$ cat src/rtl/plru_pkg.sv
// plru_pkg: shared defaults, FSM encoding and tree-index helpers for the PLRU table
package plru_pkg;
  localparam int DEF_NUM_SETS = 128;
  localparam int DEF_NUM_WAYS = 4;
  typedef enum logic {IDLE = 1'b0, SWEEP = 1'b1} state_t;
  function automatic int log2(input int v);
    int r;
    r = 0;
    for (int i = 0; i < 31; i++) if ((1 << i) < v) r = i + 1;
    return r;
  endfunction
  function automatic int left_child(input int n);
    return 2 * n + 1;
  endfunction
  function automatic int right_child(input int n);
    return 2 * n + 2;
  endfunction
  // depth of heap node n (root is depth 0)
  function automatic int node_depth(input int n);
    return log2(n + 2) - 1;
  endfunction
  // left-to-right position of heap node n within its level
  function automatic int node_pos(input int n);
    return n + 1 - (1 << node_depth(n));
  endfunction
endpackage

$ cat src/rtl/plru_victim_sel.sv
// plru_victim_sel: tree walk to the PLRU leaf, overridden by the lowest invalid way
module plru_victim_sel
  import plru_pkg::*;
#(
  parameter int NUM_WAYS = DEF_NUM_WAYS,
  localparam int WAY_W = log2(NUM_WAYS),
  localparam int NODES = NUM_WAYS - 1
) (
  input  logic [NODES-1:0]    tree,
  input  logic [NUM_WAYS-1:0] valid_mask,
  output logic [WAY_W-1:0]    victim
);
  logic [2*NUM_WAYS-1:0] ext;
  logic [WAY_W:0]        node;
  logic [WAY_W-1:0]      tree_way;
  logic [WAY_W-1:0]      inv_way;
  logic [WAY_W-1:0]      cnt;
  logic [NUM_WAYS-1:0]   vm;
  logic                  found;
  // padding lets the walk index leaves without a narrower index width
  assign ext = {{(NUM_WAYS + 1){1'b0}}, tree};
  // walk root to leaf, then let any invalid way take priority
  always_comb begin
    node = '0;
    for (int l = 0; l < WAY_W; l++)
      node = ext[node] ? (WAY_W+1)'(right_child(int'(node))) : (WAY_W+1)'(left_child(int'(node)));
    tree_way = WAY_W'(node + 1'b1);
    vm = valid_mask;
    cnt = '0;
    found = 1'b0;
    inv_way = '0;
    for (int i = 0; i < NUM_WAYS; i++) begin
      if (!found && !vm[0]) begin
        found = 1'b1;
        inv_way = cnt;
      end
      vm = vm >> 1;
      cnt = cnt + 1'b1;
    end
    victim = found ? inv_way : tree_way;
  end
endmodule

$ cat src/rtl/plru_tree_table.sv
// plru_tree_table: per-set tree-PLRU state with access update and a one-set-per-cycle flush sweep
module plru_tree_table
  import plru_pkg::*;
#(
  parameter int NUM_SETS = DEF_NUM_SETS,
  parameter int NUM_WAYS = DEF_NUM_WAYS,
  localparam int IDX_W = log2(NUM_SETS),
  localparam int WAY_W = log2(NUM_WAYS),
  localparam int NODES = NUM_WAYS - 1
) (
  input  logic                clk,
  input  logic                reset,
  input  logic [IDX_W-1:0]    rd_index,
  input  logic [NUM_WAYS-1:0] valid_mask,
  output logic [WAY_W-1:0]    evict_way,
  output logic                evict_valid,
  input  logic                upd_en,
  input  logic [IDX_W-1:0]    upd_index,
  input  logic [WAY_W-1:0]    upd_way,
  input  logic                flush_req,
  output logic                busy,
  output logic                flush_done
);
  logic [NODES-1:0] tree_q [NUM_SETS];
  logic [NODES-1:0] upd_mask;
  logic [NODES-1:0] upd_bits;
  logic [IDX_W-1:0] cnt;
  state_t           state;
  // a node lies on the access path when its level-prefix matches the top bits of upd_way;
  // it is then pointed at the sibling half of the way just touched
  for (genvar n = 0; n < NODES; n++) begin : g_node
    localparam int D = node_depth(n);
    assign upd_mask[n] = (upd_way >> (WAY_W - D)) == WAY_W'(node_pos(n));
    assign upd_bits[n] = ~upd_way[WAY_W-1-D];
  end
  plru_victim_sel #(.NUM_WAYS(NUM_WAYS)) u_sel (
    .tree       (tree_q[rd_index]),
    .valid_mask (valid_mask),
    .victim     (evict_way)
  );
  assign evict_valid = !busy;
  // flush sequencer: IDLE waits for a request, SWEEP walks every set once
  always_ff @(posedge clk or posedge reset) begin
    if (reset) begin
      state <= IDLE;
      cnt <= '0;
      busy <= 1'b0;
      flush_done <= 1'b0;
    end else begin
      flush_done <= 1'b0;
      if (state == IDLE) begin
        if (flush_req) begin
          state <= SWEEP;
          busy <= 1'b1;
          cnt <= '0;
        end
      end else begin
        cnt <= cnt + 1'b1;
        if (cnt == IDX_W'(NUM_SETS - 1)) begin
          state <= IDLE;
          busy <= 1'b0;
          flush_done <= 1'b1;
        end
      end
    end
  end
  // tree storage: sweep clears, otherwise accepted accesses rewrite their path; a flush request wins over an access
  always_ff @(posedge clk or posedge reset) begin
    if (reset)
      tree_q <= '{default: '0};
    else if (state == SWEEP)
      tree_q[cnt] <= '0;
    else if (upd_en && !flush_req)
      tree_q[upd_index] <= (tree_q[upd_index] & ~upd_mask) | (upd_bits & upd_mask);
  end
endmodule
$ cat config.mk
export PLATFORM = sky130hd
export DESIGN_NAME = plru_tree_table
export DESIGN_NICKNAME = d
export VERILOG_FILES = /design/src/rtl/plru_pkg.sv /design/src/rtl/plru_victim_sel.sv /design/src/rtl/plru_tree_table.sv
export SDC_FILE = /design/constraint.sdc
export NUM_CORES = 1
export LEC_CHECK = 0
export ABC_AREA = 1
export ABC_CLOCK_PERIOD_IN_PS = 16800
export BUFFER_PORTS_ARGS = -buffer_cell sky130_fd_sc_hd__buf_4
export CORE_MARGIN = 1
export CORE_UTILIZATION = 45
export DETAILED_ROUTE_END_ITERATION = 16
export PLACE_DENSITY_LB_ADDON = 0.12
export SLEW_MARGIN = 40
export SYNTH_ARGS = -nofsm -noshare
export SYNTH_HDL_FRONTEND = slang
export SYNTH_SLANG_ARGS = --single-unit
$ cat constraint.sdc
create_clock -name clk -period 16.8 [get_ports clk]
set_input_delay 3.36 -clock clk [delete_from_list [all_inputs] [get_ports clk]]
set_output_delay 3.36 -clock clk [all_outputs]
set_load 0.02 [all_outputs]
==> flow_metrics.py <==
metrics = {
    "pwr": {
        "comb_power_share_pct": 19.7,
        "p_seq_share_pct": 39.5,
        "switching_share_pct": 34.8,
        "peakVddDrop_mv": 0.0763,
        "design_power_total_mw": 2.47,
        "leakagePower_nw": 12.1,
        "p_per_area_mw_per_mm2": 93.0,
        "power_frac_clock_pct": 40.7,
        "p_int_mw": 1.61,
        "p_switching_mw": 0.859,
    },
    "sta": {
        "setup_tns_ns": 0,
        "relSlewSlack_pct": 34.4,
        "whs_ns": 0.484,
        "finClkSkew_ns": 0.0248,
        "setup_viol": 0,
        "fmax_mhz": 99.6,
        "worstMarginPinSlew_ns": 0.983,
        "rsz0062_at_grt": "false",
        "layout_min_cycle_time_ns": 10.04,
        "setup_ws_ns": 6.76,
        "fin_crit_sh_pct": 59.8,
        "hold_viol": 0,
        "final_max_slew_viol_count": 0,
    },
    "global_route": {
        "grt_remaining_overflow": 0,
        "grtUsageTotal_pct": 38.9,
        "grt_pass1_wl_um": 163000,
        "grt_max_degree": 181,
        "antenna_found_initial": 2,
        "grt_pass1_vias": 24700,
    },
    "detailed_routing": {
        "dr.first_iter.drc_count": 3861,
        "wl_met2_um": 45100,
        "routed-via-count": 26700,
        "wl_met1_um": 43300,
        "dr.max_layer_used": "met5",
        "first_pass_iters": 6,
        "drc": 0,
        "postRouteAntennaNets": 0,
        "met3_length_um": 13700,
        "wl_um": 108000,
        "routedWlPerCell_um": 24.4,
        "avgViaCountPerCell": 6.03,
    },
    "cts": {
        "cts_sinks": 394,
        "ctsResizeCount": 0,
        "numCtsBuffers": 47,
        "htree_levels": 2,
        "cts.clk_slew.worst_paths_ns": 0.06,
        "cts_root_buffer": "clkbuf_16",
        "cts_hold_buf": 0,
        "clockBufferDepth": 3,
        "clkLatencyLatePin_ns": 0.62,
        "cts_tree": "built",
        "post_cts_buffers": 0,
    },
    "setup_path": {
        "crit_path_max_incr_delay_ns": 0.73,
        "end_kind": "output port",
        "cp_slowest_cell": "buf_4",
        "crit_chain": "buf_6, inv_8, buf_4, nand2_1, nand3_1, nand3_1, nand3_1, nand2_1, nand2_1, nand3_1, nand2_1, nand2_1, nand3_1, nand3_1, nand2_1, buf_4",
        "arrival_ns": 6.68,
        "critPathRequiredTime_ns": 13.44,
        "cp_max_fo": 112,
        "path_class": "in2out",
        "crit_path_start_kind": "input pin",
    },
    "place": {
        "gp_congestion": 0.993,
        "post-place-ws_ns": 7.02,
        "io_buffers": 28,
        "dpl.hpwl_um": 65900,
    },
    "final_layout": {
        "drive_gt1_share_pct": 5.23,
        "num-nets-final": 3722,
        "n_fill_cell": 5590,
        "syn2layout_area_growth_pct": 7.97,
    },
    "status": {
        "status": "completed",
    },
    "floorplanning": {
        "design.die.area_mm2": 0.0556,
        "fp.dieH_um": 236,
        "rows": 85,
        "initial_core_util_pct": 45.6,
        "die_w_um": 236,
        "coreArea_mm2": 0.0539,
        "ioPinCount": 29,
    },
    "flow_run": {
        "cap_violations": 0,
    },
    "synthesis": {
        "ys_seq_area_share_pct": 40.1,
        "syn-num-nets": 3827,
        "synth.lib_cells_used.distinct": 36,
        "synthCells": 3802,
        "ys_seq_elements": 394,
        "synth_area_per_cell_um2": 6.47,
        "synth_area_mm2": 0.0246,
        "yosys_warnings": 0,
    },
    "min_path": {
        "min_path_type": "reg2reg",
    },
}
per-stage QoR:
stage	instances	area [um^2]	util [%]
2_1_floorplan	3802	24600	-
3_3_place_gp	4341	24900	46.3
3_5_place_dp	4343	25000	46.4
4_1_cts	4424	26500	49.1
5_1_grt	4425	26500	49.2
6_report	4430	26600	49.2
path summary, 6_finish.rpt:
kind	cells after the start	from	end	slack, ns
hold reg to reg	2	tree_q[353]	tree_q[353]	0.48
setup reg to reg	11	state	tree_q[279]	13.28
min in group asynchronous	2	reset	tree_q[313]	2.79
setup / recovery	16	rd_index[0]	evict_way[0]	6.76
hold / removal	2	tree_q[353]	tree_q[353]	0.48
max in group asynchronous	4	reset	tree_q[67]	12.30
per-layer routing:
metal | vias up | global-route usage, %
met1 | 12600 | 53.2
met5 | - | 0
li1 | 12000 | -
met3 | 349 | 10.8
met4 | 2 | 21.1
met2 | 1771 | 55.5
cells in the final DEF (no fill, tap or decap), types with 10 or more instances in the layout:
master | synthesis | layout
dfrtp_1 | 394 | 393
nor2_2 | 4 | 11
nand4_1 | 11 | 11
clkbuf_1 | 131 | 12
buf_4 | 10 | 64
clkbuf_8 | 0 | 10
clkbuf_16 | 0 | 47
nand3_1 | 585 | 585
a21oi_1 | 103 | 103
o21ai_0 | 258 | 258
inv_1 | 261 | 255
clkinv_2 | 0 | 10
nand2_1 | 1518 | 1514
o22ai_1 | 18 | 18
o21ai_1 | 22 | 22
nor2_1 | 309 | 300
o32ai_1 | 24 | 24
a22oi_1 | 12 | 12
power groups by stage:
stage	registers (mW)	logic, mW	clock network, mW
final	0.976	0.487	1.01
after global routing	0.978	0.497	1.05
after CTS	0.975	0.458	1.01
after detailed placement	0.992	0.457	0
after global placement	0.993	0.452	0
after floorplan	0.990	0.231	0
critical path: cells and delay by family:
| kind | cells | cell delay, ns |
|---|---|---|
| buffers and inverters | 4 | 1.60 |
| AND/OR/NAND/NOR | 12 | 1.57 |
cell usage after synthesis (all sizes together):
cell       n  area, um^2
clkinv     7        26.3
o32ai     24         210
clkbuf   131         492
dfrtp    394        9860
buf       97         664
nand3    585        2930
nand2   1522        5730
o21a       2        15.0
a31o       9        78.8
inv      265        1000
nand3b     1        7.51
a21oi    103         515
o22ai     18         113
ha         1        12.5
a22oi     12        90.1
o211ai     7        52.6
nor3       2        10.0
o311ai     1        8.76
a211o      1        8.76
or2       10        62.6
nand4     11        68.8
nor2     315        1210
o21ai    280        1400
and2       4        25.0
cell type report:
cell class	count	area (um^2)	area share, %
multi-input cells	2908	12600	47.6
repair buffers	74	659	2.48
inverters	272	1050	3.97
clock buffers	69	1360	5.12
well taps	696	871	3.28
flip-flops and latches	394	9860	37.1
clock inverters	12	91.3	0.344
diodes	5	12.5	0.0471
kinds of logic after synthesis:
family	share of synthesized area [%]
compound gates	10.1
fa+ha+maj	0.0509
buf+inv	8.87
flops	40.1
simple gates	40.8
sequential cells by signal, summed over array words and instances, names as in the netlist:
| name | cells |
|---|---|
| busy | 1 |
| tree_q | 384 |
| cnt | 7 |
| state | 1 |
| flush_done | 1 |
(Power assumes the default switching activity.)
